**config.mk**
```make
export PLATFORM = sky130hd
export DESIGN_NAME = fft_reorder_64
export DESIGN_NICKNAME = d
export VERILOG_FILES = /design/src/rtl/fft_reorder_64_pkg.sv /design/src/rtl/fft_reorder_64_ram.sv /design/src/rtl/fft_reorder_64.sv
export SDC_FILE = /design/constraint.sdc
export NUM_CORES = 2
export LEC_CHECK = 0
export CAP_MARGIN = 20
export CELL_PAD_IN_SITES_DETAIL_PLACEMENT = 1
export CELL_PAD_IN_SITES_GLOBAL_PLACEMENT = 2
export CORE_MARGIN = 3
export CORE_UTILIZATION = 50
export CTS_CLUSTER_SIZE = 12
export DETAILED_ROUTE_END_ITERATION = 6
export GPL_ROUTABILITY_DRIVEN = 1
export PLACE_DENSITY = 0.89
export SLEW_MARGIN = 20
export SYNTH_ARGS = -nofsm -noshare
export SYNTH_HDL_FRONTEND = slang
export SYNTH_SLANG_ARGS = --single-unit
```
**constraint.sdc**
```tcl
create_clock -name iClk -period 3.4 [get_ports iClk]
set_input_delay 0.51 -clock iClk [delete_from_list [all_inputs] [get_ports iClk]]
set_output_delay 0.51 -clock iClk [all_outputs]
set_load 0.05 [all_outputs]
```
**src/rtl/fft_reorder_64_pkg.sv**
```systemverilog
// Shared constants, payload type and bit-reverse helper for the FFT output reorder unit.
package fft_reorder_64_pkg;

  localparam int unsigned DATA_W = 22;
  localparam int unsigned LOG2N  = 6;
  localparam int unsigned N      = 2 ** LOG2N;
  localparam int unsigned ADDR_W = LOG2N + 1;

  localparam logic [LOG2N-1:0] LAST_IDX  = LOG2N'(N - 1);
  localparam logic [LOG2N-1:0] FIRST_IDX = LOG2N'(0);

  // One registered output beat toward the downstream consumer.
  typedef struct packed {
    logic              sof;
    logic              eof;
    logic [DATA_W-1:0] data;
  } outBeat_t;

  function automatic logic [LOG2N-1:0] bitrev(input logic [LOG2N-1:0] x);
    logic [LOG2N-1:0] r;
    r = '0;
    for (int i = 0; i < int'(LOG2N); i++) begin
      r[i] = x[LOG2N-1-i];
    end
    return r;
  endfunction

endpackage

```
**src/rtl/fft_reorder_64_ram.sv**
```systemverilog
// Two-bank frame store: synchronous write port, asynchronous read port, address {bank, idx}.
module fft_reorder_64_ram
  import fft_reorder_64_pkg::*;
(
  input  logic              iClk,
  input  logic              iWe,
  input  logic [ADDR_W-1:0] iWrAddr,
  input  logic [DATA_W-1:0] iWrData,
  input  logic [ADDR_W-1:0] iRdAddr,
  output logic [DATA_W-1:0] oRdData_c
);

  logic [DATA_W-1:0] mem [2*N];

  // Contents are deliberately not reset; bank_full gates every read.
  always_ff @(posedge iClk) begin
    if (iWe) begin
      mem[iWrAddr] <= iWrData;
    end
  end

  assign oRdData_c = mem[iRdAddr];

endmodule

```
**src/rtl/fft_reorder_64.sv**
```systemverilog
// Collects bit-reversed 64-point frames into ping-pong banks and replays them in natural bin order.
module fft_reorder_64
  import fft_reorder_64_pkg::*;
(
  input  logic              iClk,
  input  logic              iRst_n,
  input  logic              iValid,
  input  logic [DATA_W-1:0] iData,
  output logic              oInReady,
  output logic              oValid,
  output logic [DATA_W-1:0] oData,
  output logic              oSof,
  output logic              oEof,
  input  logic              iReady
);

  logic             wsel;
  logic             rsel;
  logic [LOG2N-1:0] wcnt;
  logic [LOG2N-1:0] rcnt;
  logic [1:0]       bankFull;
  logic [1:0]       bankFullNext;
  logic             wrEn;
  logic             load;
  logic             wrLast;
  logic             rdLast;
  logic [DATA_W-1:0] rdData_c;
  outBeat_t         beat;

  fft_reorder_64_ram uRam (
    .iClk      (iClk),
    .iWe       (wrEn),
    .iWrAddr   ({wsel, bitrev(wcnt)}),
    .iWrData   (iData),
    .iRdAddr   ({rsel, rcnt}),
    .oRdData_c (rdData_c)
  );

  // Handshake decode; set and clear of bank_full never target the same bank.
  always_comb begin
    oInReady     = !bankFull[wsel];
    wrEn         = iValid & oInReady;
    load         = bankFull[rsel] & (!oValid | iReady);
    wrLast       = wrEn && (wcnt == LAST_IDX);
    rdLast       = load && (rcnt == LAST_IDX);
    bankFullNext = bankFull;
    if (wrLast) bankFullNext[wsel] = 1'b1;
    if (rdLast) bankFullNext[rsel] = 1'b0;
  end

  // Bank bookkeeping and frame counters.
  always_ff @(posedge iClk or negedge iRst_n) begin
    if (!iRst_n) begin
      wsel     <= 1'b0;
      rsel     <= 1'b0;
      wcnt     <= '0;
      rcnt     <= '0;
      bankFull <= 2'b00;
    end else begin
      bankFull <= bankFullNext;
      if (wrEn) begin
        wcnt <= wcnt + LOG2N'(1);
        if (wrLast) wsel <= ~wsel;
      end
      if (load) begin
        rcnt <= rcnt + LOG2N'(1);
        if (rdLast) rsel <= ~rsel;
      end
    end
  end

  // Show-ahead output register; holds while the consumer stalls.
  always_ff @(posedge iClk or negedge iRst_n) begin
    if (!iRst_n) begin
      oValid <= 1'b0;
      beat   <= '0;
    end else if (load) begin
      oValid    <= 1'b1;
      beat.data <= rdData_c;
      beat.sof  <= (rcnt == FIRST_IDX);
      beat.eof  <= (rcnt == LAST_IDX);
    end else if (iReady) begin
      oValid   <= 1'b0;
      beat.sof <= 1'b0;
      beat.eof <= 1'b0;
    end
  end

  assign oData = beat.data;
  assign oSof  = beat.sof;
  assign oEof  = beat.eof;

endmodule

```
Yosys cells after proc, flatten, opt, wreduce, memory -nomap -nowiden
Memories as Yosys holds them, arrays and structs flattened. A register that Yosys moved wholly into a read port is not among the register bits. Index checks and enable logic that the tools add are counted.

Bits in latches: 0. Bits of input ports: 26. Memory bits (writable): 2816. Logic and storage cells: 52. Flip-flop bits (word level): 19. Memories kept: 1. Output and inout port bits: 26. ROM bits: 0.

Multiply operators: 0. Add/sub/neg operators: 2. Multiplexer cells: 16. Reduce and logical (&&, ||, !) cells: 11. Eq/ne operators: 2. Shift-type cells: 0. $lt $le $gt $ge: 4. Divide/modulo/power cells: 0. Bitwise gates (word level): 8.

Memories: uRam.mem (words 128, bits a word 22, read ports 1, clocked after Yosys merged registers in 1, wr ports 1, RTL line fft_reorder_64_ram.sv:13) `logic [DATA_W-1:0] mem [2*N];`.

Operators with widths (number): $add A6 B1 Y6 const B (2); $eq A6 B6 Y1 const B (2); $mux W1 (10); $mux W2 (4); $logic_not A6 Y1 (1); $logic_and A1 B1 Y1 (4); $lt A1 B2 Y1 const B (2); $reduce_and A2 Y1 (2); $logic_not A1 Y1 (3); $and A1 B1 Y1 (2); $and A2 B2 Y2 (1); $demux W1 S1 (2); $ge A1 B1 Y1 const B (2); $not A1 Y1 (2); $not A2 Y2 (1); $or A2 B2 Y2 (1); $reduce_bool A2 Y1 (1); $or A1 B1 Y1 (1).

Depth between registers and ports, before layout
Depth in word-level cells: 8. Gate-level depth with buffers: 12. Depth with buffers taken out: 6.

Cells and area by module
Synthesis repeated with hierarchy kept, for this count alone.

Cells, all modules: 4278. Area total of the unflattened synthesis: 108942.0 um^2.

Modules (own cells, without submodules): fft_reorder_64_ram (instances 1, area each 107222.8 um^2, seq. area each 84561.1 um^2, cells each 4153); fft_reorder_64 (instances 1, area each 1719.1 um^2, seq. area each 1026.0 um^2, cells each 125).

Least setup slack after synthesis
No wires, ideal clock.

Kind: register to register. Start: register bankFull[1]. End: memory uRam.mem[127][0] (enable). Data required time: 2.999 ns. Arrival: 3.323 ns. Cell stages (with the launch flop): 7. Path slack: -0.324 ns. Path buffers: 2. Clock period less this slack: 3.724 ns. Setup time: 0.401 ns. Path through: dfrtp_1 > mux2i_1 > and2_1 > clkbuf_1 > nand4_1 > clkbuf_1 > nor2_1.

Longest elaborated chain between the ends: 6.

RTL lines: start: declaration (RTL line fft_reorder_64.sv:21) `logic [1:0] bankFull;`; start signal: assignment (RTL line fft_reorder_64.sv:60) `bankFull <= bankFullNext;`; $mux W1 (not written as such) (2 in a row) (RTL line fft_reorder_64.sv:41) `oInReady = !bankFull[wsel];`; $logic_not A1 Y1 (RTL line fft_reorder_64.sv:41); named net oInReady (RTL line fft_reorder_64.sv:9) `output logic oInReady,`; $and A1 B1 Y1 (RTL line fft_reorder_64.sv:42) `wrEn = iValid & oInReady;`; $mux W1 (RTL line fft_reorder_64_ram.sv:17) `if (iWe) begin`; $mux W1 (not written as such) (RTL line fft_reorder_64_ram.sv:18) `mem[iWrAddr] <= iWrData;`; end: declaration (RTL line fft_reorder_64_ram.sv:13).

The timed path passes the listed nets, and every way through them passes these cells. The select of a mux whose other input is x is not followed.

==> results.env <==
OUTCOME='complete, but fails checks'
VIOLATIONS='design-rule violations, negative setup slack'
FILLER_CELL_COUNT=18600
VIASPERCELL=6.93
SYN_TO_FINAL_GROWTH_PCT=15.8
REPORT.FINAL.SETUP_VIOL=2
CTS.CLK_SLEW.WORST_PATHS_NS=0.07
MAXCAPVIOLCOUNT=0
CRIT_TYPE='register to register'
ROWS=172
DRTANTENNAVIOLNETS=0
GRT_PASS1_VIAS=63900
SYNTH.YOSYS.WARNINGS=0
POWER.LEAKAGE_nW=39.3
MAPPEDNETLISTAREA_UM2=111000
WORST_PIN_SLEW_NS=1.14
SYNTH_NETS=5347
WORST_SETUP_PATH_STARTPOINT='rcnt[0]$_DFFE_PN0P_'
CTS-HTREE-LEVELS=5
HORIZONTAL_DIE_DIMENSION_UM=477
INITIAL_CORE_UTILIZATION_PCT=50.4
CP-START-KIND='register'
CTS.SINKS=2857
NUMBER_OF_PRIMARY_I_O_PINS=52
OVERFLOW=0
SLEW_VIOLATIONS=0
MIN_PATH_TYPE='input port to register'
PLACEMENT.IO_BUFFERS=51
MAXIMUM_FANOUT_ALONG_THE_WORST_PATH=20
SYN_AVG_CELL_AREA_UM2=20.8
CELLPOWERDENSITY_nW_PER_UM2=675
REGAREA_UM2=85600
FP.DIEAREA_UM2=227000
CRIT-REG2REG-LAUNCH='rcnt[0]$_DFFE_PN0P_'
WORSTSKEWPAIRLATENCY_NS=0.97
GRTUSAGETOTAL_PCT=31.2
HOLD_VIOL_FINAL=0
SYNTH_TOP_CELL_BY_AREA='sky130_fd_sc_hd__edfxtp_1'
CLOCK_TREE_FROM_TRITONCTS='done'
CP_DATA_ARRIVAL_TIME_NS=4.17
NUMBER_OF_ANTENNA_VIOLATIONS_AT_THE_FIRST_CHECK_IN_GLOBAL_ROUTING=20
GRT_PASS1_WL_UM=502000
CLK_SKEW_NS=0.105
TIMING.CRITICAL_PATH.REQUIRED_NS=4.15
AVGROUTEDWIREPERCELL_UM=40.1
RRSETUPSLACK_NS=-0.02
MULTI_INPUT_COMB_AREA_UM2=23500
SYNTH.TOP_CELLS.BY_COUNT='sky130_fd_sc_hd__edfxtp_1, sky130_fd_sc_hd__mux4_2, sky130_fd_sc_hd__mux2i_1, sky130_fd_sc_hd__nand2_1, sky130_fd_sc_hd__nor2_1'
CTSLONGESTPATHBUFFERS=4
ROUTE.VIAS.TOTAL=62300
FINISH.NET_COUNT=5896
VDD_DROP_MAX_uV=603
WORST_SETUP_PATH_END_KIND='register'
DIEHEIGHT_UM=477
SETUP-TNS-FINAL_NS=-0.0323
SYNTH.DISTINCT_CELLS=68
PLACED_CELLS=8510
SYNTH-EDFF-COUNT=2816
DRIVE_GT1_SHARE_PCT=26.6
RR_ENDPOINT='oData[11]$_DFFE_PN0P_'
GRT_START_MAX_NET_PINS=129
WL_UM=361000
SYN_INST=5318
GPL.FINAL_WEIGHTED_CONGESTION=0.864
SETUP.WORST_PATH.END='oData[11]$_DFFE_PN0P_'
FP.COREAREA_UM2=220000
FINALCRITPERIODSHARE_PCT=101
DRC_ERRORS=1
SYNTH.YOSYS.SEQ_AREA_SHARE_PCT=77.3
POSTSYNTHREGISTERBITS=2857
SYNTH.MOST_COMMON_CELL='sky130_fd_sc_hd__edfxtp_1'
FIRST_ITER_VIOLATIONS=10600
CTS_INSERTED_BUFFERS=304
R2R_CELLS=10
HPWLAFTERDP_UM=206000
TOTALPOWERFINAL_W=0.0866
SYNTH.TOP_CELLS.BY_AREA='sky130_fd_sc_hd__edfxtp_1, sky130_fd_sc_hd__mux4_2, sky130_fd_sc_hd__mux2i_1'
MASTER_CELL_OF_THE_CLOCK_ROOT_BUFFER='sky130_fd_sc_hd__clkbuf_16'
LAYOUT_SETUP_WS_NS=-0.0219
FINAL.MIN_CLOCK_PERIOD_NS=3.42
FIRST_PASS_ITERS=7
POSTSYNTH.ASYNCRESETSHARE_PCT=1.44
MAX-SLEW-MARGIN-REL_PCT=24.0
FINALNONFILLERCELLS=8993
DOMINANTREGCELLSYNTH='sky130_fd_sc_hd__edfxtp_1'
SYNTH_TOP_AREA_SHARE_PCT=76.4
TIMING.FMAX_MHz=292
## repair_timing
action                                 in CTS  in global routing
setup endpoints to repair                   8                 11
gates resized for setup                    12                 12
buffers inserted                            0                  6
gates cloned                                0                  1
hold buffers                                1                  0
endpoints found under the hold margin      33                  0
## layer usage
metal / vias up / GRT usage, % / part of all wire [%]
li1: 23100 / - / -
met1: 32300 / 40.0 / 34
met2: 5687 / 49.2 / 48
met3: 1179 / 7.97 / 12
met4: 8 / 16.7 / 6.2
met5: - / 0 / 0.015
## stage by stage
stage          util (%)  cell area [um^2]  worst slack (ns)  hold slack (ns)
2_1_floorplan         -            111000            -0.324            0.214
3_3_place_gp       54.3            119000            -0.185            0.563
3_5_place_dp       54.3            119000            -0.294            0.633
4_1_cts            58.2            128000           -0.0723           0.0590
5_1_grt            58.3            128000           -0.0191           0.0251
6_report           58.3            128000           -0.0219           0.0374
## kinds of logic (layout without fill, tap and decap cells)
group	after synthesis	after routing	share of synthesized area, %
XOR/XNOR	12	12	0.0949
AND/OR/NAND/NOR	603	603	2.37
other	0	13	0
multiplexers	1007	1007	14.8
adder cells (fa/ha/maj)	3	3	0.0339
flip-flops	2857	2857	77.3
AO/OA/AOI/OAI	514	514	3.44
buffers and inverters	322	1026	1.93
## critical path: stages (launching register included)
cell                      delay [ns]
sky130_fd_sc_hd__dfrtp_4        0.53
sky130_fd_sc_hd__buf_12         0.23
sky130_fd_sc_hd__buf_12         0.25
sky130_fd_sc_hd__buf_4          0.33
sky130_fd_sc_hd__mux4_2         0.55
sky130_fd_sc_hd__mux2i_1        0.29
sky130_fd_sc_hd__nor2_1         0.09
sky130_fd_sc_hd__o32ai_1        0.35
sky130_fd_sc_hd__buf_4          0.20
sky130_fd_sc_hd__o31a_1         0.23
sky130_fd_sc_hd__a41oi_1        0.07
## placed cells by master, fill, tap and decap left out, types with 9 or more instances in the layout
master                            instances
sky130_fd_sc_hd__o21ai_0                 40
sky130_fd_sc_hd__nand2_1                243
sky130_fd_sc_hd__mux2_2                  53
sky130_fd_sc_hd__buf_12                 195
sky130_fd_sc_hd__a221o_1                 15
sky130_fd_sc_hd__clkinv_2                10
sky130_fd_sc_hd__a311o_1                  9
sky130_fd_sc_hd__clkbuf_1                88
sky130_fd_sc_hd__dfrtp_1                 35
sky130_fd_sc_hd__edfxtp_1              2816
sky130_fd_sc_hd__a221oi_1                28
sky130_fd_sc_hd__clkinv_1                35
sky130_fd_sc_hd__diode_2                 13
sky130_fd_sc_hd__and2_1                  31
sky130_fd_sc_hd__a41oi_1                 15
sky130_fd_sc_hd__clkbuf_16              314
sky130_fd_sc_hd__mux2i_1                450
sky130_fd_sc_hd__nor2_1                  68
sky130_fd_sc_hd__xnor2_1                 10
sky130_fd_sc_hd__a21oi_1                 60
sky130_fd_sc_hd__a22oi_1                 69
sky130_fd_sc_hd__and3_1                  16
sky130_fd_sc_hd__a211oi_1                36
sky130_fd_sc_hd__o221ai_1                87
sky130_fd_sc_hd__nand4_1                  9
sky130_fd_sc_hd__a31oi_1                 17
sky130_fd_sc_hd__buf_4                  330
sky130_fd_sc_hd__mux4_2                 503
sky130_fd_sc_hd__clkdlybuf4s50_1         28
sky130_fd_sc_hd__o211ai_1                35
sky130_fd_sc_hd__o22ai_1                 45
sky130_fd_sc_hd__nand3_1                 12
sky130_fd_sc_hd__nor3_1                  33
sky130_fd_sc_hd__nor2_2                 132
sky130_fd_sc_hd__nand2b_1                10
## state kept, by name, indices dropped and copies added (netlist names)
signal and flops:
oSof 1, oEof 1, rsel 1, oData 22, wsel 1, bankFull 2, rcnt 6, uRam.mem 2816
oValid 1, wcnt 6
## power breakdown
part	leakage (nW)	internal [W]	total, W	switching (W)
sequential	25.7	0.0395	0.0401	0.000672
combinational	9.42	0.00632	0.0160	0.00972
clock	4.16	0.0170	0.0304	0.0134
total	39.3	0.0628	0.0866	0.0238
## worst min path at each step
stage / start / to / slack (ns) / cells after the start
after detailed placement: bankFull[0]$_DFF_PN0_ / bankFull[0]$_DFF_PN0_ / 0.63 / 1
after global placement: bankFull[0]$_DFF_PN0_ / bankFull[0]$_DFF_PN0_ / 0.56 / 1
final: iData[12] / uRam.mem[125][12]$_DFFE_PP_ / 0.04 / 1
after global routing: iData[12] / uRam.mem[125][12]$_DFFE_PP_ / 0.03 / 1
after floorplan: iRst_n / bankFull[0]$_DFF_PN0_ / 0.21 / 0
after CTS: iData[4] / uRam.mem[29][4]$_DFFE_PP_ / 0.06 / 1
## cell type report
| class | instances | share of cell area [%] |
|---|---|---|
| Antenna cell | 13 | 0.0254 |
| Clock buffer | 408 | 6.44 |
| Multi-Input combinational cell | 2139 | 18.3 |
| Inverter | 5 | 0.0205 |
| Sequential cell | 2857 | 66.8 |
| Timing Repair Buffer | 560 | 5.30 |
| Clock inverter | 53 | 0.231 |
| Tap cell | 2958 | 2.89 |
(Power assumes the default switching activity.)
